`config.mk`:
```
export PLATFORM = sky130hd
export DESIGN_NAME = burst_port_ctrl_vh
export DESIGN_NICKNAME = d
export VERILOG_FILES = /design/src/rtl/burst_port_ctrl_vh.sv
export SDC_FILE = /design/constraint.sdc
export NUM_CORES = 1
export LEC_CHECK = 0
export ABC_AREA = 1
export CAP_MARGIN = 40
export CORE_AREA = 3 3 140 142
export DETAILED_ROUTE_END_ITERATION = 7
export DIE_AREA = 0 0 143 145
export DONT_BUFFER_PORTS = 1
export GPL_TIMING_DRIVEN = 1
export PLACE_DENSITY_LB_ADDON = 0.15
export SLEW_MARGIN = 20
export SYNTH_ARGS = -nofsm -noshare
export SYNTH_HDL_FRONTEND = slang
export SYNTH_SLANG_ARGS = --single-unit
```
`constraint.sdc`:
```
create_clock -name clk_i -period 2.4 [get_ports clk_i]
set_input_delay 0.48 -clock clk_i [delete_from_list [all_inputs] [get_ports clk_i]]
set_output_delay 0.48 -clock clk_i [all_outputs]
set_load 0.01 [all_outputs]
```
`src/rtl/burst_port_ctrl_vh.sv`:
```
// Shared write-port owner: locks the granted core, streams a fixed-length burst into
// shared memory, then releases the port with a done (or abort) strobe back to that core.
`ifndef NUM_CORE_V
`define NUM_CORE_V 10
`endif

module burst_port_ctrl_vh #(
  parameter int NUM_CORE  = `NUM_CORE_V,
  parameter int IDX_W     = 4,
  parameter int DATA_W    = 16,
  parameter int ADDR_W    = 12,
  parameter int BURST_LEN = 8
) (
  input  logic                       clk_i,
  input  logic                       rst_ni,
  input  logic [NUM_CORE-1:0]        core_req_i,
  input  logic [NUM_CORE-1:0]        arb_grant_i,
  input  logic [NUM_CORE*DATA_W-1:0] core_wdata_i,
  input  logic [NUM_CORE*ADDR_W-1:0] core_waddr_i,
  output logic [NUM_CORE-1:0]        core_ack_o,
  output logic [NUM_CORE-1:0]        core_done_o,
  output logic [NUM_CORE-1:0]        core_abort_o,
  output logic                       mem_we_o,
  output logic [ADDR_W-1:0]          mem_addr_o,
  output logic [DATA_W-1:0]          mem_wdata_o,
  output logic                       busy_o,
  output logic [IDX_W-1:0]           owner_idx_o,
  output logic                       grant_err_o
);

  typedef enum logic [1:0] {IDLE, BURST, DONE} state_e;

  localparam logic [7:0] LAST_BEAT = 8'(BURST_LEN - 1);

  state_e                state_q;
  logic [NUM_CORE-1:0]   owner_q;
  logic [IDX_W-1:0]      owner_idx_q;
  logic [ADDR_W-1:0]     base_q;
  logic [7:0]            beat_q;
  logic                  grant_err_q;

  logic                  grant_any;
  logic                  grant_multi;
  logic [IDX_W-1:0]      grant_idx;
  logic [ADDR_W-1:0]     grant_base;
  logic                  owner_req;
  logic [DATA_W-1:0]     owner_wdata;
  logic                  in_burst;
  logic                  write_beat;

  // x & (x-1) is nonzero exactly when more than one grant bit is set
  assign grant_any   = |arb_grant_i;
  assign grant_multi = |(arb_grant_i & (arb_grant_i - NUM_CORE'(1)));

  always_comb begin
    grant_idx  = '0;
    grant_base = '0;
    for (int i = 0; i < NUM_CORE; i++) begin
      if (arb_grant_i[i]) begin
        grant_idx  = IDX_W'(i);
        grant_base = core_waddr_i[i*ADDR_W +: ADDR_W];
      end
    end
  end

  always_comb begin
    owner_wdata = '0;
    for (int i = 0; i < NUM_CORE; i++) begin
      if (owner_q[i]) owner_wdata = core_wdata_i[i*DATA_W +: DATA_W];
    end
  end

  assign owner_req = |(core_req_i & owner_q);

  always_ff @(posedge clk_i or negedge rst_ni) begin
    if (!rst_ni) begin
      state_q     <= IDLE;
      owner_q     <= '0;
      owner_idx_q <= '0;
      base_q      <= '0;
      beat_q      <= '0;
      grant_err_q <= 1'b0;
    end else begin
      case (state_q)
        IDLE: begin
          if (grant_multi) begin
            grant_err_q <= 1'b1;
          end else if (grant_any) begin
            owner_q     <= arb_grant_i;
            owner_idx_q <= grant_idx;
            base_q      <= grant_base;
            beat_q      <= '0;
            state_q     <= BURST;
          end
        end
        BURST: begin
          // a dropped request ends the burst early with no done strobe
          if (!owner_req) begin
            owner_q     <= '0;
            owner_idx_q <= '0;
            state_q     <= IDLE;
          end else if (beat_q == LAST_BEAT) begin
            state_q <= DONE;
          end else begin
            beat_q <= beat_q + 8'd1;
          end
        end
        DONE: begin
          owner_q     <= '0;
          owner_idx_q <= '0;
          state_q     <= IDLE;
        end
        default: state_q <= IDLE;
      endcase
    end
  end

  assign in_burst   = (state_q == BURST);
  assign write_beat = in_burst && owner_req;

  assign mem_we_o     = write_beat;
  assign mem_addr_o   = write_beat ? base_q + ADDR_W'(beat_q) : '0;
  assign mem_wdata_o  = write_beat ? owner_wdata : '0;
  assign core_ack_o   = write_beat ? owner_q : '0;
  assign core_abort_o = (in_burst && !owner_req) ? owner_q : '0;
  assign core_done_o  = (state_q == DONE) ? owner_q : '0;
  assign busy_o       = (state_q != IDLE);
  assign owner_idx_o  = owner_idx_q;
  assign grant_err_o  = grant_err_q;

endmodule

```
## Yosys cells after proc, flatten, opt, wreduce, memory -nomap -nowiden

Index checks and enable logic that the tools add are counted.

| operators by class | value |
|---|---|
| add/subtract/negate cells | 3 |
| eq/ne operators | 9 |
| multiplexer cells | 52 |
| bitwise logic cells | 3 |
| reduce and logical (&&, ||, !) cells | 15 |

Operator list:

| kind | number |
|---|---|
| two-way mux 16 bit | 11 |
| two-way mux 12 bit | 11 |
| two-way mux 10 bit | 6 |
| two-way mux 4 bit | 11 |
| two-way mux 8 bit | 4 |
| case mux 10 bit (3 select lines) | 1 |
| OR reduction 10 bit | 3 |
| AND 10 bit | 2 |
| case mux 8 bit (2 select lines) | 1 |
| adder 12 x 8 -> 12 bit | 1 |
| case mux 4 bit (3 select lines) | 1 |
| inequality test 2 bit, second input constant | 5 |
| subtractor 10 x 1 -> 10 bit, second input constant | 1 |
| adder 8 x 1 -> 8 bit, second input constant | 1 |
| == test 8 x 3 -> 1 bit, second input constant | 1 |
| two-way mux 2 bit | 4 |
| AND reduction 3 bit | 2 |
| AND reduction 5 bit | 1 |
| case mux 2 bit (2 select lines) | 1 |
| AND reduction 4 bit | 1 |
| nonzero test 2 bit | 2 |
| inequality test 3 x 2 -> 1 bit, second input constant | 1 |
| nonzero test 3 bit | 1 |
| == test 2 x 1 -> 1 bit, second input constant | 1 |
| 7 further kinds | 8 |

| word-level totals | value |
|---|---|
| flip-flop bits (word level) | 37 |
| output and inout port bits | 65 |
| logic and storage cells | 88 |

## Depth between registers and ports, before layout

| depth | value |
|---|---|
| depth after elaboration | 12 |
| depth in mapped cells | 14 |

## Worst setup path before layout

OpenSTA, ideal clock, no wires.

| timing path | value |
|---|---|
| kind | register to output |
| start | register beat_q[0] |
| end | output mem_addr_o[6] |
| data arrival time | 1,812 ps |
| required time | 1,920 ps |
| path slack | 108 ps |
| cell stages (with the launch flop) | 12 |
| path buffers | 0 |
| cell sequence | dfrtp_1 ha_1 fa_1 nand2_1 inv_1 o21ai_0 nand2_1 nand2_1 nand2_1 a21oi_1 xor2_1 nor2_1 |

| on the way | value |
|---|---|
| word-level cells in the longest chain between the ends | 2 |

Ends and longest elaborated chain:

| element | RTL line | RTL |
|---|---|---|
| from (decl) | 39 | `logic [7:0] beat_q;` |
| from (signal assigned) | 105 | `beat_q <= beat_q + 8'd1;` |
| adder 12 x 8 -> 12 bit | 122 | `assign mem_addr_o = write_beat ? base_q + ADDR_W'(beat_q) : '0;` |
| two-way mux 12 bit | 122 |  |
| to (decl) | 24 | `output logic [ADDR_W-1:0] mem_addr_o,` |

Every way passes these cells.

## Worst setup path in the final report

| timing path | value |
|---|---|
| start | register base_q[0] |
| end | output mem_addr_o[6] |

| on the way | value |
|---|---|
| word-level cells in the longest chain between the ends | 2 |

Ends and longest elaborated chain:

| element | RTL line | RTL |
|---|---|---|
| from (decl) | 38 | `logic [ADDR_W-1:0] base_q;` |
| from (signal assigned) | 91 | `base_q <= grant_base;` |
| adder 12 x 8 -> 12 bit | 122 |  |
| two-way mux 12 bit | 122 |  |

Every way passes these cells.

==> impl_metrics.tcl <==
set metrics [dict create \
    outcome "finished, violations left" \
    violations "negative setup slack" \
    cellLeakagePower_nw 3.27 \
    fin_nets 1361 \
    share_of_the_clock_period_used_by_the_worst_path_after_layout_pct 108 \
    sequential_element_share_of_the_synthesized_area_pct 17.1 \
    gr-total-overflow 0 \
    timing.critical_path.cells "ha_2 -> fa_2 -> nand2_2 -> inv_2 -> o21ai_2 -> nand2_2 -> nand2_2 -> nand2_2 -> a21oi_2 -> xor2_1 -> nor2_1 -> buf_4" \
    drtAntennaViolNets 0 \
    dieArea_um2 20700 \
    multiInputGateArea_um2 4610 \
    gpl.final_weighted_congestion 0.891 \
    worst-setup-path-type "flop to output port" \
    post_route_wl_um 25800 \
    power_per_cell_area_nw_per_um2 927 \
    p_total_mw 6.58 \
    clkSinkCount 37 \
    cap_viol_max_count 0 \
    synth_top_family_by_area "simple AND/OR/NAND/NOR gates" \
    synth-main-ff-cell "dfrtp_1" \
    pin_count_of_the_biggest_net_entering_global_routing 38 \
    rsz0062_at_grt "true" \
    worst-path-max-fanout 3 \
    placeableCoreArea_um2 18600 \
    drc 0 \
    start_util_pct 29.2 \
    synth_area_um2 5430 \
    finalSetupViolCount 17 \
    hold_path_class "input pin to asynchronous set/reset pin" \
    rows 50 \
    fin_skew_ps 6.17 \
    n_fill_cell 2170 \
    synth_adder_area_share_pct 3.36 \
    post_synth_xor_area_fraction_pct 1.13 \
    grt_pass1_wl_um 37300 \
    switching_share_pct 53.0 \
    post_drt_wl_per_cell_um 20.1 \
    slowest_stage "dfrtp_1" \
    clock_tree.root_cell "clkbuf_16" \
    report.final.hold_viol_count 0 \
    detailed_place_hpwl_um 20600 \
    synth_cells 1002 \
    drt-pass1-iter-count 7 \
    max_slew_violation_count 0 \
    dpl_worst_slack_ps -58.7 \
    path_common_cell "nand2_2" \
    syn2layout_area_growth_pct 30.9 \
    timing.max_slew.rel_slack_pct 51.5 \
    floorplan.die.width_um 143 \
    power.ir.vdd_worst_uv 408 \
    cpPeakStageDelay_ps 380 \
    synth-compound-area-share_pct 17.4 \
    pwr-share-seq_pct 15.1 \
    timing.fmax_mhz 386 \
    syn-num-nets 1318 \
    fin_worst_hold_slack_ps 36.2 \
    post-route-worst-setup-slack_ps -194 \
    initial_antenna_violation_count 4 \
    cts-buffers-inserted 5 \
    power_switching_mw 3.49 \
    synthArstFlopShare_pct 100 \
    globalRouteTotalUtil_pct 23.0 \
    number_of_enable_flip_flop_cells_after_synthesis 0 \
    synthMuxAreaShare_pct 0 \
    post_route_cells_drive_above_1_share_pct 28.3 \
    tritoncts "done" \
    clk-insertion-delay-late_ps 280 \
    slew_worst_pin_ps 724 \
    routed-via-count 6706 \
    timing.critical_path.to_type "output port" \
    power.clock.fraction_pct 13.2 \
    synthDistinctLibCells 41 \
    io-pin-count 367 \
    dr.first_iter.drc_count 278 \
    postSynthRegisterBits 37 \
    cts.path.max_buffers 2 \
    synth_simple_gate_area_share_pct 52.0 \
    die_height_um 145 \
    synth_area_per_cell_um2 5.42 \
    post_drt_via_cell_ratio 5.22 \
    combinationalPowerShare_pct 71.6 \
    clk_pin_slew_ps 60 \
    crit_path_start_kind "flop" \
    seqCellArea_um2 932 \
    finalWorstPathRequiredPeriod_ps 2590 \
    cp.arrival_ps 2110 \
    critPathRequiredTime_ps 1920 \
    synth-warning-count 0 \
    cell_internal_pwr_mw 3.10 \
    port-buffer-count 0 \
    number_of_global_route_vias_before_repair 6594 \
    htree_num_levels 2 \
]
-- registers in the layout, summed over array words and instances, names as in the netlist --
name and cells:
owner_idx_o 4, base_q 12, grant_err_o 1, beat_q 8, state_q 2, owner_q 10
-- worst paths after layout --
kind | endpoint | slack, ps | startpoint | cells after the start
max in group asynchronous | owner_q[1] | 2140 | rst_ni | 1
setup / recovery | mem_addr_o[6] | -190 | base_q[0] | 12
setup reg to reg | beat_q[7] | 330 | state_q[1] | 10
min in group clk_i | owner_idx_o[1] | 420 | arb_grant_i[9] | 3
hold reg to reg | base_q[3] | 510 | base_q[3] | 2
hold / removal | beat_q[3] | 40 | rst_ni | 1
-- cells in the mapped netlist (5+ instances only) --
master	instances	area (um^2)
xor2_1	5	43.8
clkbuf_1	36	135
nand2_1	340	1280
or2_2	32	200
inv_1	45	169
buf_6	7	78.8
a21oi_1	103	515
nand3_1	99	495
nor2_1	150	563
dfrtp_1	37	926
o21a_1	8	60.1
o21ai_0	43	215
nor3_1	14	70.1
buf_2	11	55.1
nor2_4	6	67.6
buf_1	6	22.5
ha_1	13	163
-- layer usage --
| metal | vias to the layer above | wire length, um | share of wire (%) | GRT usage (%) |
|---|---|---|---|---|
| met3 | 40 | 1810 | 7.0 | 3.72 |
| met2 | 281 | 13500 | 52 | 43.0 |
| met5 | - | 0 | 0 | 0 |
| met1 | 3052 | 9570 | 37 | 25.8 |
| met4 | 0 | 921 | 3.6 | 8.22 |
| li1 | 3333 | - | - | - |
-- power groups by stage --
stage / combinational (mW) / sequential [mW] / clock (mW)
after floorplan: 2.69 / 0.893 / 0
after global placement: 3.75 / 0.976 / 0
after detailed placement: 3.76 / 0.982 / 0
after CTS: 4.22 / 0.999 / 0.893
after global routing: 5.24 / 1.03 / 0.917
final: 4.72 / 0.997 / 0.871
-- metrics by stage --
stage	TNS [ps]	util, %	instances	instance area [um^2]
2_1_floorplan	0	-	1002	5430
3_3_place_gp	-83.0	32.3	1248	6000
3_5_place_dp	-87.6	32.3	1248	6000
4_1_cts	-1100	35.9	1272	6670
5_1_grt	-4640	38.2	1284	7110
6_report	-803	38.2	1284	7110
-- final cells by class --
cell class	count	share of cell area, %
Sequential cell	37	13.1
Multi-Input combinational cell	853	64.9
Clock inverter	3	0.968
Timing Repair Buffer	92	11.5
Timing Repair inverter	4	0.458
Clock buffer	5	1.76
Inverter	52	3.05
Antenna cell	4	0.141
Tap cell	234	4.12
-- what timing repair did --
action	4_1_cts	5_1_grt
endpoints found under the hold margin	37	0
buffers inserted	13	7
resized for setup	100	101
pin swaps	32	59
setup endpoints to repair	24	38
cloned	2	2
hold buffers	1	0
-- worst max-delay path: cells and delay by family (launching register included) --
| family | cells | cell delay (ps) |
|---|---|---|
| flip-flops | 1 | 380 |
| buffers and inverters | 2 | 180 |
| XOR/XNOR | 1 | 150 |
| adder cells (fa/ha/maj) | 2 | 550 |
| AND/OR/NAND/NOR | 5 | 340 |
| AO/OA/AOI/OAI | 2 | 240 |
-- cell usage in the layout, fill, tap and decap left out, types with 2 or more instances in the layout --
cell and n:
nand2_4 6, buf_12 7, clkbuf_16 5, ha_2 2, nand4_1 3, nand2_1 293
nor3_1 12, nor2_1 135, nor2_2 15, o21a_1 8, nand3_1 72, a31oi_1 2
bufinv_16 2, nand3_2 28, nor3b_1 2, dfrtp_2 5, a21oi_2 18, or2_2 20
a21oi_1 84, nor2_4 9, a22oi_1 4, buf_6 10, buf_4 75, o21ai_0 24
nand2_2 45, inv_2 2, inv_6 3, inv_1 42, o21ai_1 9, diode_2 4
xor2_1 5, or2_4 12, ha_4 6, o21ai_2 11, clkinvlp_4 4, a221oi_1 4
dfrtp_1 32, clkinv_1 4, ha_1 5, o211ai_1 4
-- cell families after synthesis --
family | count (synthesis)
buffers and inverters | 112
and+or+nand+nor | 659
AOI/OAI and AO/OA | 173
adders and majority gates | 14
xor gates and xnor gates | 7
DFF | 37
Power figures use the tool's default switching activity.
